File: src/rtl/axi4lite_csr_adapter.sv
// axi4lite_csr_adapter: AXI4-Lite slave front-end that turns accepted AW/W or AR
// transactions into single-outstanding native CSR requests and returns the CSR
// completion as a B or R response.
// Optional feature macro: AXI4LITE_CSR_TIMEOUT_EN enables a CSR ack timeout of
// TIMEOUT_CYCLES csr_req cycles that completes the transaction with SLVERR.
module axi4lite_csr_adapter #(
    parameter int ADDR_WIDTH     = 32,
    parameter int DATA_WIDTH     = 32,
    parameter int CSR_ADDR_WIDTH = 32,
    parameter int TIMEOUT_CYCLES = 64
) (
    input  logic                      clk,
    input  logic                      rst,
    input  logic [ADDR_WIDTH-1:0]     s_awaddr,
    input  logic [2:0]                s_awprot,
    input  logic                      s_awvalid,
    output logic                      s_awready,
    input  logic [DATA_WIDTH-1:0]     s_wdata,
    input  logic [DATA_WIDTH/8-1:0]   s_wstrb,
    input  logic                      s_wvalid,
    output logic                      s_wready,
    output logic [1:0]                s_bresp,
    output logic                      s_bvalid,
    input  logic                      s_bready,
    input  logic [ADDR_WIDTH-1:0]     s_araddr,
    input  logic [2:0]                s_arprot,
    input  logic                      s_arvalid,
    output logic                      s_arready,
    output logic [DATA_WIDTH-1:0]     s_rdata,
    output logic [1:0]                s_rresp,
    output logic                      s_rvalid,
    input  logic                      s_rready,
    output logic                      csr_req,
    output logic                      csr_req_is_wr,
    output logic [CSR_ADDR_WIDTH-1:0] csr_addr,
    output logic [DATA_WIDTH-1:0]     csr_wr_data,
    output logic [DATA_WIDTH-1:0]     csr_wr_biten,
    input  logic                      csr_ack,
    input  logic                      csr_err,
    input  logic [DATA_WIDTH-1:0]     csr_rd_data
);

    localparam int STRB_W = DATA_WIDTH / 8;

    localparam logic [2:0] ST_IDLE    = 3'd0;
    localparam logic [2:0] ST_CSR_WR  = 3'd1;
    localparam logic [2:0] ST_CSR_RD  = 3'd2;
    localparam logic [2:0] ST_WR_RESP = 3'd3;
    localparam logic [2:0] ST_RD_RESP = 3'd4;

    // Expand byte strobes into a per-bit enable mask.
    function automatic logic [DATA_WIDTH-1:0] f_strb_to_biten(input logic [STRB_W-1:0] strb);
        logic [DATA_WIDTH-1:0] v;
        v = {DATA_WIDTH{1'b0}};
        for (int i = 0; i < STRB_W; i++) begin
            v[8*i +: 8] = {8{strb[i]}};
        end
        return v;
    endfunction

    logic                      r_aw_full, r_w_full, r_ar_full;
    logic                      r_awready, r_wready, r_arready;
    logic [CSR_ADDR_WIDTH-3:0] r_aw_addr, r_ar_addr;
    logic [DATA_WIDTH-1:0]     r_w_data;
    logic [STRB_W-1:0]         r_w_strb;
    logic [2:0]                r_state;
    logic                      r_prio_rd;
    logic                      r_csr_req, r_csr_is_wr;
    logic [CSR_ADDR_WIDTH-1:0] r_csr_addr;
    logic [DATA_WIDTH-1:0]     r_csr_wr_data, r_csr_biten;
    logic                      r_bvalid, r_rvalid;
    logic [1:0]                r_bresp, r_rresp;
    logic [DATA_WIDTH-1:0]     r_rdata;

    logic w_aw_cap, w_w_cap, w_ar_cap;
    logic w_wr_pend, w_rd_pend;
    logic w_grant_wr, w_grant_rd;
    logic w_aw_full_nxt, w_w_full_nxt, w_ar_full_nxt;
    logic w_tmo_expire, w_fin, w_slverr;

    assign w_aw_cap  = s_awvalid & r_awready;
    assign w_w_cap   = s_wvalid & r_wready;
    assign w_ar_cap  = s_arvalid & r_arready;
    assign w_wr_pend = r_aw_full & r_w_full;
    assign w_rd_pend = r_ar_full;

    // Grant decision in IDLE: alternate priority when write and read both wait.
    always_comb begin
        w_grant_wr = 1'b0;
        w_grant_rd = 1'b0;
        if (r_state == ST_IDLE) begin
            if (w_wr_pend && w_rd_pend) begin
                if (r_prio_rd) begin
                    w_grant_rd = 1'b1;
                end else begin
                    w_grant_wr = 1'b1;
                end
            end else if (w_wr_pend) begin
                w_grant_wr = 1'b1;
            end else if (w_rd_pend) begin
                w_grant_rd = 1'b1;
            end else begin
                w_grant_wr = 1'b0;
                w_grant_rd = 1'b0;
            end
        end else begin
            w_grant_wr = 1'b0;
            w_grant_rd = 1'b0;
        end
    end

    // A holding reg can never capture and be granted on the same edge, since
    // capture needs it empty and grant needs it full.
    assign w_aw_full_nxt = w_aw_cap ? 1'b1 : (w_grant_wr ? 1'b0 : r_aw_full);
    assign w_w_full_nxt  = w_w_cap  ? 1'b1 : (w_grant_wr ? 1'b0 : r_w_full);
    assign w_ar_full_nxt = w_ar_cap ? 1'b1 : (w_grant_rd ? 1'b0 : r_ar_full);

`ifdef AXI4LITE_CSR_TIMEOUT_EN
    localparam int TMO_W = $clog2(TIMEOUT_CYCLES);
    logic [TMO_W-1:0] r_tmo_cnt;

    // Count edges with csr_req high; restarts from zero while no request is out.
    always_ff @(posedge clk or negedge rst) begin
        if (!rst) begin
            r_tmo_cnt <= {TMO_W{1'b0}};
        end else if (!r_csr_req) begin
            r_tmo_cnt <= {TMO_W{1'b0}};
        end else begin
            r_tmo_cnt <= r_tmo_cnt + {{(TMO_W-1){1'b0}}, 1'b1};
        end
    end

    assign w_tmo_expire = r_csr_req && (r_tmo_cnt == TMO_W'(TIMEOUT_CYCLES - 1));
`else
    assign w_tmo_expire = 1'b0;
`endif

    // A real ack always wins over a simultaneous timeout expiry.
    assign w_fin    = csr_ack | w_tmo_expire;
    assign w_slverr = csr_ack ? csr_err : 1'b1;

    // AW/W/AR holding registers and their registered READYs.
    always_ff @(posedge clk or negedge rst) begin
        if (!rst) begin
            r_aw_full <= 1'b0;
            r_w_full  <= 1'b0;
            r_ar_full <= 1'b0;
            r_awready <= 1'b0;
            r_wready  <= 1'b0;
            r_arready <= 1'b0;
            r_aw_addr <= {(CSR_ADDR_WIDTH-2){1'b0}};
            r_ar_addr <= {(CSR_ADDR_WIDTH-2){1'b0}};
            r_w_data  <= {DATA_WIDTH{1'b0}};
            r_w_strb  <= {STRB_W{1'b0}};
        end else begin
            r_aw_full <= w_aw_full_nxt;
            r_w_full  <= w_w_full_nxt;
            r_ar_full <= w_ar_full_nxt;
            r_awready <= ~w_aw_full_nxt;
            r_wready  <= ~w_w_full_nxt;
            r_arready <= ~w_ar_full_nxt;
            if (w_aw_cap) r_aw_addr <= s_awaddr[CSR_ADDR_WIDTH-1:2];
            if (w_ar_cap) r_ar_addr <= s_araddr[CSR_ADDR_WIDTH-1:2];
            if (w_w_cap) begin
                r_w_data <= s_wdata;
                r_w_strb <= s_wstrb;
            end
        end
    end

    // Transaction FSM: grant, CSR request/ack, then hold the AXI response.
    always_ff @(posedge clk or negedge rst) begin
        if (!rst) begin
            r_state       <= ST_IDLE;
            r_prio_rd     <= 1'b0;
            r_csr_req     <= 1'b0;
            r_csr_is_wr   <= 1'b0;
            r_csr_addr    <= {CSR_ADDR_WIDTH{1'b0}};
            r_csr_wr_data <= {DATA_WIDTH{1'b0}};
            r_csr_biten   <= {DATA_WIDTH{1'b0}};
            r_bvalid      <= 1'b0;
            r_rvalid      <= 1'b0;
            r_bresp       <= 2'b00;
            r_rresp       <= 2'b00;
            r_rdata       <= {DATA_WIDTH{1'b0}};
        end else begin
            case (r_state)
                ST_IDLE: begin
                    if (w_grant_wr) begin
                        r_state       <= ST_CSR_WR;
                        r_csr_req     <= 1'b1;
                        r_csr_is_wr   <= 1'b1;
                        r_csr_addr    <= {r_aw_addr, 2'b00};
                        r_csr_wr_data <= r_w_data;
                        r_csr_biten   <= f_strb_to_biten(r_w_strb);
                        if (w_rd_pend) r_prio_rd <= 1'b1;
                    end else if (w_grant_rd) begin
                        r_state       <= ST_CSR_RD;
                        r_csr_req     <= 1'b1;
                        r_csr_is_wr   <= 1'b0;
                        r_csr_addr    <= {r_ar_addr, 2'b00};
                        r_csr_wr_data <= {DATA_WIDTH{1'b0}};
                        r_csr_biten   <= {DATA_WIDTH{1'b0}};
                        if (w_wr_pend) r_prio_rd <= 1'b0;
                    end
                end
                ST_CSR_WR, ST_CSR_RD: begin
                    if (w_fin) begin
                        r_csr_req <= 1'b0;
                        if (r_state == ST_CSR_WR) begin
                            r_state  <= ST_WR_RESP;
                            r_bvalid <= 1'b1;
                            r_bresp  <= w_slverr ? 2'b10 : 2'b00;
                        end else begin
                            r_state  <= ST_RD_RESP;
                            r_rvalid <= 1'b1;
                            r_rresp  <= w_slverr ? 2'b10 : 2'b00;
                            r_rdata  <= w_slverr ? {DATA_WIDTH{1'b0}} : csr_rd_data;
                        end
                    end
                end
                ST_WR_RESP: begin
                    if (s_bready) begin
                        r_bvalid <= 1'b0;
                        r_state  <= ST_IDLE;
                    end
                end
                ST_RD_RESP: begin
                    if (s_rready) begin
                        r_rvalid <= 1'b0;
                        r_state  <= ST_IDLE;
                    end
                end
                default: begin
                    r_state   <= ST_IDLE;
                    r_csr_req <= 1'b0;
                    r_bvalid  <= 1'b0;
                    r_rvalid  <= 1'b0;
                end
            endcase
        end
    end

    assign s_awready     = r_awready;
    assign s_wready      = r_wready;
    assign s_arready     = r_arready;
    assign s_bvalid      = r_bvalid;
    assign s_bresp       = r_bresp;
    assign s_rvalid      = r_rvalid;
    assign s_rresp       = r_rresp;
    assign s_rdata       = r_rdata;
    assign csr_req       = r_csr_req;
    assign csr_req_is_wr = r_csr_is_wr;
    assign csr_addr      = r_csr_addr;
    assign csr_wr_data   = r_csr_wr_data;
    assign csr_wr_biten  = r_csr_biten;

    // PROT and the sub-word address bits carry no meaning for the CSR side.
    logic w_unused;
    assign w_unused = &{1'b0, s_awprot, s_arprot, s_awaddr[1:0], s_araddr[1:0],
                        (TIMEOUT_CYCLES > 1)};

endmodule

File: config.mk
export PLATFORM = sky130hd
export DESIGN_NAME = axi4lite_csr_adapter
export DESIGN_NICKNAME = d
export VERILOG_FILES = /design/src/rtl/axi4lite_csr_adapter.sv
export SDC_FILE = /design/constraint.sdc
export NUM_CORES = 1
export LEC_CHECK = 0
export ABC_AREA = 1
export CAP_MARGIN = 10
export CORE_UTILIZATION = 49
export CTS_CLUSTER_DIAMETER = 120
export DETAILED_ROUTE_END_ITERATION = 8
export GPL_ROUTABILITY_DRIVEN = 1
export PLACE_DENSITY = 0.95
export SETUP_SLACK_MARGIN = 0.2
export SLEW_MARGIN = 10
export SYNTH_ARGS = -nofsm -noshare
export SYNTH_HDL_FRONTEND = slang
export SYNTH_SLANG_ARGS = --single-unit
File: constraint.sdc
create_clock -name clk -period 3.3 [get_ports clk]
set_input_delay 0.495 -clock clk [delete_from_list [all_inputs] [get_ports clk]]
set_output_delay 0.495 -clock clk [all_outputs]
set_load 0.005 [all_outputs]
==> metrics.txt, run 1 <==
delay-heaviest family, CP buffers and inverters; post-synthesis simple-gate area fraction 0.110; Root Buffer clkbuf_16; GR Overflow Total 0; worst path cell trace clkdlybuf4s50_1; HPWL Detailed 13500 microns; kind of critical path flop to output pin; crit path launch csr_wr_biten[23]; fin crit share 0.612; placer congestion estimate 0.824; most frequent cells in the layout clkdlybuf4s50_1 (270), dfrtp_1 (210), nand2_1 (191); Routed WL 19800 microns; Compound-Gate Fraction of Synth Area 0.0694; Post-CTS Setup Bufs 0; Die Area 17600 sq um; core area 16600 sq um; DRC errors left 0; Crit path largest cell delay 0.56 ns; Min-Delay Path Class input pin to async pin; Buffers on Ports 271; CP required 2.80 ns; clock buffer depth 3; PnR worst setup slack 1.28 ns; outcome completed; WP buf/inv 1; CP max stage cell clkdlybuf4s50_1; Worst Setup EP csr_wr_biten[17]; capturing point of the worst reg2reg path csr_wr_biten[7]; FP Rows 47; Critical Path Fanout Max 9; Mapped Area 8340 sq um; sequential cell area 5260 sq um; Pleak 5.39 nW; yosys warns 0; area occupied by multi-input gates 2570 sq um; fraction of layout instances using a drive strength above 1 0.169; post-layout util 0.708; Hold WS 0.0398 ns; final cell count without fillers 1167; Clk pin slew, worst setup/hold paths 0.06 ns; worst slack, placed 1.19 ns; RSZ-0062 raised after global routing false; Post-Syn Area per Cell 12.2 sq um; element type at the critical path end output pin; sum of negative setup slack 0 ns; DR pass1 iterations 4; Clock Sinks 210; Min Clock Period, post-route 2.02 ns; Num CTS Buffers 22; Pwr Density 974 nW/um^2; placed cell count 1127; post-detailed-route count of antenna-violating nets 0; Yosys reg bits 210; first-pass GRT wire length 32000 microns; CTS tree built; vias per cell 5.09; Max-slew headroom 0.585; Worst EP arrival 1.53 ns; initial antenna violation count 0; post-CTS resize count 0; Hold Vio Cnt, Final 0; Post-Synth XOR/XNOR Area 0; die height 132 microns; Die W 132 microns; Vias 5943; count of cell types in the netlist 28; mux cell area share after synthesis 0.127; maximum vdd drop 535 uV; Synth Area in Adders 0; most common cell after layout, fill and taps aside clkdlybuf4s50_1; fill count 1157; R2R Path Start r_state[1]; Pins Over Slew Limit 0; ant diodes 0; number of global-route vias before repair 6448; Clock Skew 0.0109 ns; final number of setup-violating endpoints 0; hold-fix buffers at CTS 0; post-synthesis sequential area ratio 0.630; largest net degree at the start of global routing 79; worst reg-to-reg path cell count 8; reg2reg setup slack 1.54 ns; fin nets 1078; Area Growth Syn to Fin 40.6%; startpoint types flop; Total GRT Usage 0.229; average routed wire per standard cell 17.0 microns; clk_lat worst skew 0.49 ns; slew of the pin with the lowest slew margin 0.622 ns; main combinational cell family by area after synthesis multiplexers; H-tree depth 1; maxcap violations 0; Highest Clock Rate 495 MHz; Initial DRC Count 148; number of top-level pins 286; CP Depth 1; Starting Density 0.503; synthesized instance count 685
## worst min path at each step
stage,endpoint,slack (ns),depth (start not counted)
final,csr_addr[23],0.04,1
after global routing,r_aw_addr[24],0.08,1
after CTS,r_ar_addr[24],0.05,1
after detailed placement,csr_wr_data[22],0.46,2
after global placement,csr_wr_biten[30],0.45,2
after floorplan,csr_addr[10],0.20,0
## power breakdown
group	internal [mW]	switching, mW	leakage, nW
sequential	3.83	0.736	2.58
clock	1.44	0.953	0.364
combinational	2.48	2.00	2.45
## flip-flops by register name (all words and copies together) (netlist names)
name and flops:
r_prio_rd 1, s_rresp 1, s_bvalid 1, csr_wr_biten 4, s_arready 1, csr_addr 30, r_ar_addr 30, r_state 3
s_awready 1, r_w_full 1, r_aw_addr 30, s_rvalid 1, csr_req_is_wr 1, r_aw_full 1, csr_wr_data 32, csr_req 1
s_wready 1, s_rdata 32, s_bresp 1, r_ar_full 1, r_w_data 32, r_w_strb 4
## cell type report
class	instances	share of cell area
multi-input combinational	392	0.219
clock buffer	29	0.0544
tap	220	0.0235
inverter	21	0.00725
sequential	210	0.448
timing repair buffer	284	0.241
clock inverter	11	0.00704
## layer usage
| layer | vias up | global-route usage | part of all wire |
|---|---|---|---|
| li1 | 2756 | - | - |
| met1 | 2913 | 0.260 | 0.38 |
| met2 | 222 | 0.421 | 0.52 |
| met3 | 52 | 0.0456 | 0.057 |
| met4 | 0 | 0.0907 | 0.037 |
| met5 | - | 0 | 0 |
## cells in the mapped netlist
master / n / share of area
nor2_4: 3 / 0.0040
a22oi_1: 30 / 0.027
clkbuf_1: 4 / 0.0018
nor2_2: 1 / 0.00075
o211ai_1: 2 / 0.0018
or2_2: 1 / 0.00075
inv_6: 1 / 0.0010
clkinv_2: 1 / 0.00060
o21ai_0: 3 / 0.0018
a22o_1: 32 / 0.034
inv_2: 1 / 0.00045
nor2_1: 6 / 0.0027
nand3b_1: 1 / 0.00090
conb_1: 1 / 0.00045
a21oi_1: 5 / 0.0030
nand4_1: 5 / 0.0037
inv_1: 18 / 0.0081
buf_6: 6 / 0.0081
buf_2: 20 / 0.012
nand3_4: 1 / 0.0021
nand3_1: 6 / 0.0036
dfrtp_1: 210 / 0.63
mux2_2: 94 / 0.13
o22ai_1: 3 / 0.0022
buf_4: 35 / 0.031
nand3_2: 1 / 0.0012
nand2_1: 191 / 0.086
nand2_4: 3 / 0.0040
## through the flow
| step | total power [mW] | instance area, sq um |
|---|---|---|
| finish | 11.4 | 11700 |
| CTS | 11.6 | 11700 |
| global placement | 8.83 | 11000 |
| global route | 12.2 | 11700 |
| detailed placement | 9.09 | 11000 |
| floorplan | 7.08 | 8350 |
## logic make-up (layout without fill, tap and decap cells)
group                  Yosys count  after routing
other                            1              4
DFF                            210            210
and+or+nand+nor                219            219
muxes                           94             94
AOI/OAI and AO/OA               75             75
buffers and inverters           86            345
No activity file was read; power rests on OpenSTA's default activity.
==> run 2: changes to the inputs <==
--- a/config.mk
+++ b/config.mk
@@ -7,11 +7,11 @@
 export LEC_CHECK = 0
 export ABC_AREA = 1
 export CAP_MARGIN = 10
-export CORE_UTILIZATION = 49
+export CORE_UTILIZATION = 46
 export CTS_CLUSTER_DIAMETER = 120
 export DETAILED_ROUTE_END_ITERATION = 8
 export GPL_ROUTABILITY_DRIVEN = 1
-export PLACE_DENSITY = 0.95
+export PLACE_DENSITY = 0.91
 export SETUP_SLACK_MARGIN = 0.2
 export SLEW_MARGIN = 10
 export SYNTH_ARGS = -nofsm -noshare
==> constraint.sdc (replaced) <==
create_clock -name clk -period 2.05 [get_ports clk]
set_input_delay 0.3075 -clock clk [delete_from_list [all_inputs] [get_ports clk]]
set_output_delay 0.3075 -clock clk [all_outputs]
set_load 0.005 [all_outputs]
==> metrics.txt, run 2 (same netlist as run 1, synthesis figures left out) <==
Pleak 5.41 nW (+0.28%); Hold WS 0.351 ns (+0.311 ns); NetSw 5.94 mW (+61%); sum of negative setup slack 0 ns (unchanged); most common cell after layout, fill and taps aside clkdlybuf4s50_1; post-layout util 0.676 (-0.0316); DP Area 11100 sq um (+0.78%); HPWL Detailed 13700 microns (+1.6%); GR Overflow Total 0 (unchanged); vias per cell 5.13 (+0.76%); clk_lat worst skew 0.49 ns (about the same); reg2reg setup slack 0.35 ns (-1.19 ns); Crit path largest cell delay 0.53 ns (-0.03 ns); Total GRT Usage 0.219 (-0.00946); most frequent cells in the layout clkdlybuf4s50_1 (270), dfrtp_1 (206), nand2_1 (191); Critical Path Fanout Max 9 (unchanged); H-tree depth 1 (unchanged); Hold Vio Cnt, Final 0 (unchanged); maximum vdd drop 932 uV (+74%); Starting Density 0.477 (-0.0257); initial antenna violation count 0 (unchanged); Num CTS Buffers 23 (+4.5%); maxcap violations 0 (unchanged); first-pass GRT wire length 32000 microns (about the same); fill count 1241 (+7.3%); CP max stage cell clkdlybuf4s50_1; sequential power share 0.397 (-0.002); Net Sw Frac 0.321 (-0.00163); Die W 137 microns (+3.2%); post-detailed-route count of antenna-violating nets 0 (unchanged); average routed wire per standard cell 17.3 microns (+1.8%); DRC errors left 0 (unchanged); WP buf/inv 1 (unchanged); delay-heaviest family, CP buffers and inverters; CP required 1.74 ns (-1.06 ns); combinational power share 0.395 (+0.003); Worst EP arrival 1.45 ns (-0.08 ns); Cell Int Power 12.6 mW (+62%); Clk pin slew, worst setup/hold paths 0.06 ns (about the same); number of global-route vias before repair 6305 (-2.2%); Min Clock Period, post-route 1.76 ns; startpoint types flop; Min-Delay Path Class input pin to async pin; Routed WL 20300 microns (+2.3%); worst path cell trace clkdlybuf4s50_1; die height 137 microns (+3.2%); FP Rows 48 (+2.1%); Initial DRC Count 236 (+59%); CTS tree built; total power 18.5 mW (+62%); final number of setup-violating endpoints 0 (unchanged); RSZ-0062 raised after global routing true; largest net degree at the start of global routing 64 (-19%); Clock Sinks 210 (unchanged); Highest Clock Rate 570 MHz; Root Buffer clkbuf_16; number of top-level pins 286 (unchanged); clock buffer depth 3 (unchanged); Die Area 18700 sq um (+6.4%); clock share of power 0.208 (about the same); fraction of layout instances using a drive strength above 1 0.168 (-0.00106); core area 17500 sq um (+5.4%); DR pass1 iterations 4 (unchanged); Clock Skew 0.0124 ns (+0.00154 ns); fin crit share 0.856; kind of critical path flop to output pin; fin nets 1084 (+0.56%); Vias 6014 (+1.2%); ant diodes 0 (unchanged); Post-CTS Setup Bufs 0 (unchanged); post-route cell area 11800 sq um (+0.68%); outcome completed; Pwr Density 1570 nW/um^2 (+61%); placer congestion estimate 0.830 (+0.63%); element type at the critical path end output pin; Buffers on Ports 271 (unchanged); Pins Over Slew Limit 0 (unchanged); Area Growth Syn to Fin 41.6%
-- run 2: cell types whose count changed in the layout (fill, tap and decap cells not counted) --
cell           change
buf_12             +4
dfrtp_1            -4
clkbuf_8           +1
clkbuf_1           +4
clkinv_2           -9
dfrtp_2            +4
inv_6              -1
clkinvlp_4         -1
dlygate4sd3_1      +1
inv_8              +1
-- run 2: through the flow --
step                setup slack [ns]  std cells
floorplan                      0.655        688
global placement               0.380       1136
detailed placement             0.284       1136
CTS                            0.201       1172
global route                   0.199       1172
finish                         0.294       1172
-- run 2: path summary, 6_finish.rpt --
kind | start | to | cells after the start
min | rst | s_rdata[15] | 2
max reg2reg | r_state[1] | csr_addr[24] | 8
min reg2reg | r_w_data[17] | csr_wr_data[17] | 2
max in group asynchronous | rst | r_w_full | 3
min in group clk | csr_rd_data[4] | s_rdata[4] | 2
max | csr_wr_biten[7] | csr_wr_biten[0] | 1
-- run 2: layer usage --
layer | global-route usage | routed length [microns] | up-vias
met4 | 0.0864 | 671 | 0
met2 | 0.382 | 10300 | 223
met1 | 0.265 | 8050 | 2979
met3 | 0.0456 | 1280 | 52
met5 | 0 | 0 | -
li1 | - | - | 2760
-- run 2: layout make-up --
type                            instances  area (sq um)  area share
Tap cell                              225           282      0.0238
Inverter                               21          87.6     0.00741
Timing Repair Buffer                  289          2920       0.247
Clock inverter                          1          30.0     0.00254
Multi-Input combinational cell        392          2570       0.218
Sequential cell                       210          5260       0.445
Clock buffer                           34           667      0.0565
-- run 2: what timing repair did --
item / CTS / global route
setup endpoints to repair: 16 / 79
hold buffers: 1 / 0
endpoints found under the hold margin: 49 / 0
resized for setup: 2 / 3
-- run 2: power groups by stage --
stage | combinational, mW | sequential (mW) | clock [mW]
global placement | 7.08 | 7.23 | 0
CTS | 7.41 | 7.34 | 3.94
finish | 7.32 | 7.35 | 3.84
detailed placement | 7.36 | 7.35 | 0
global route | 8.05 | 7.58 | 4.11
floorplan | 4.24 | 7.16 | 0
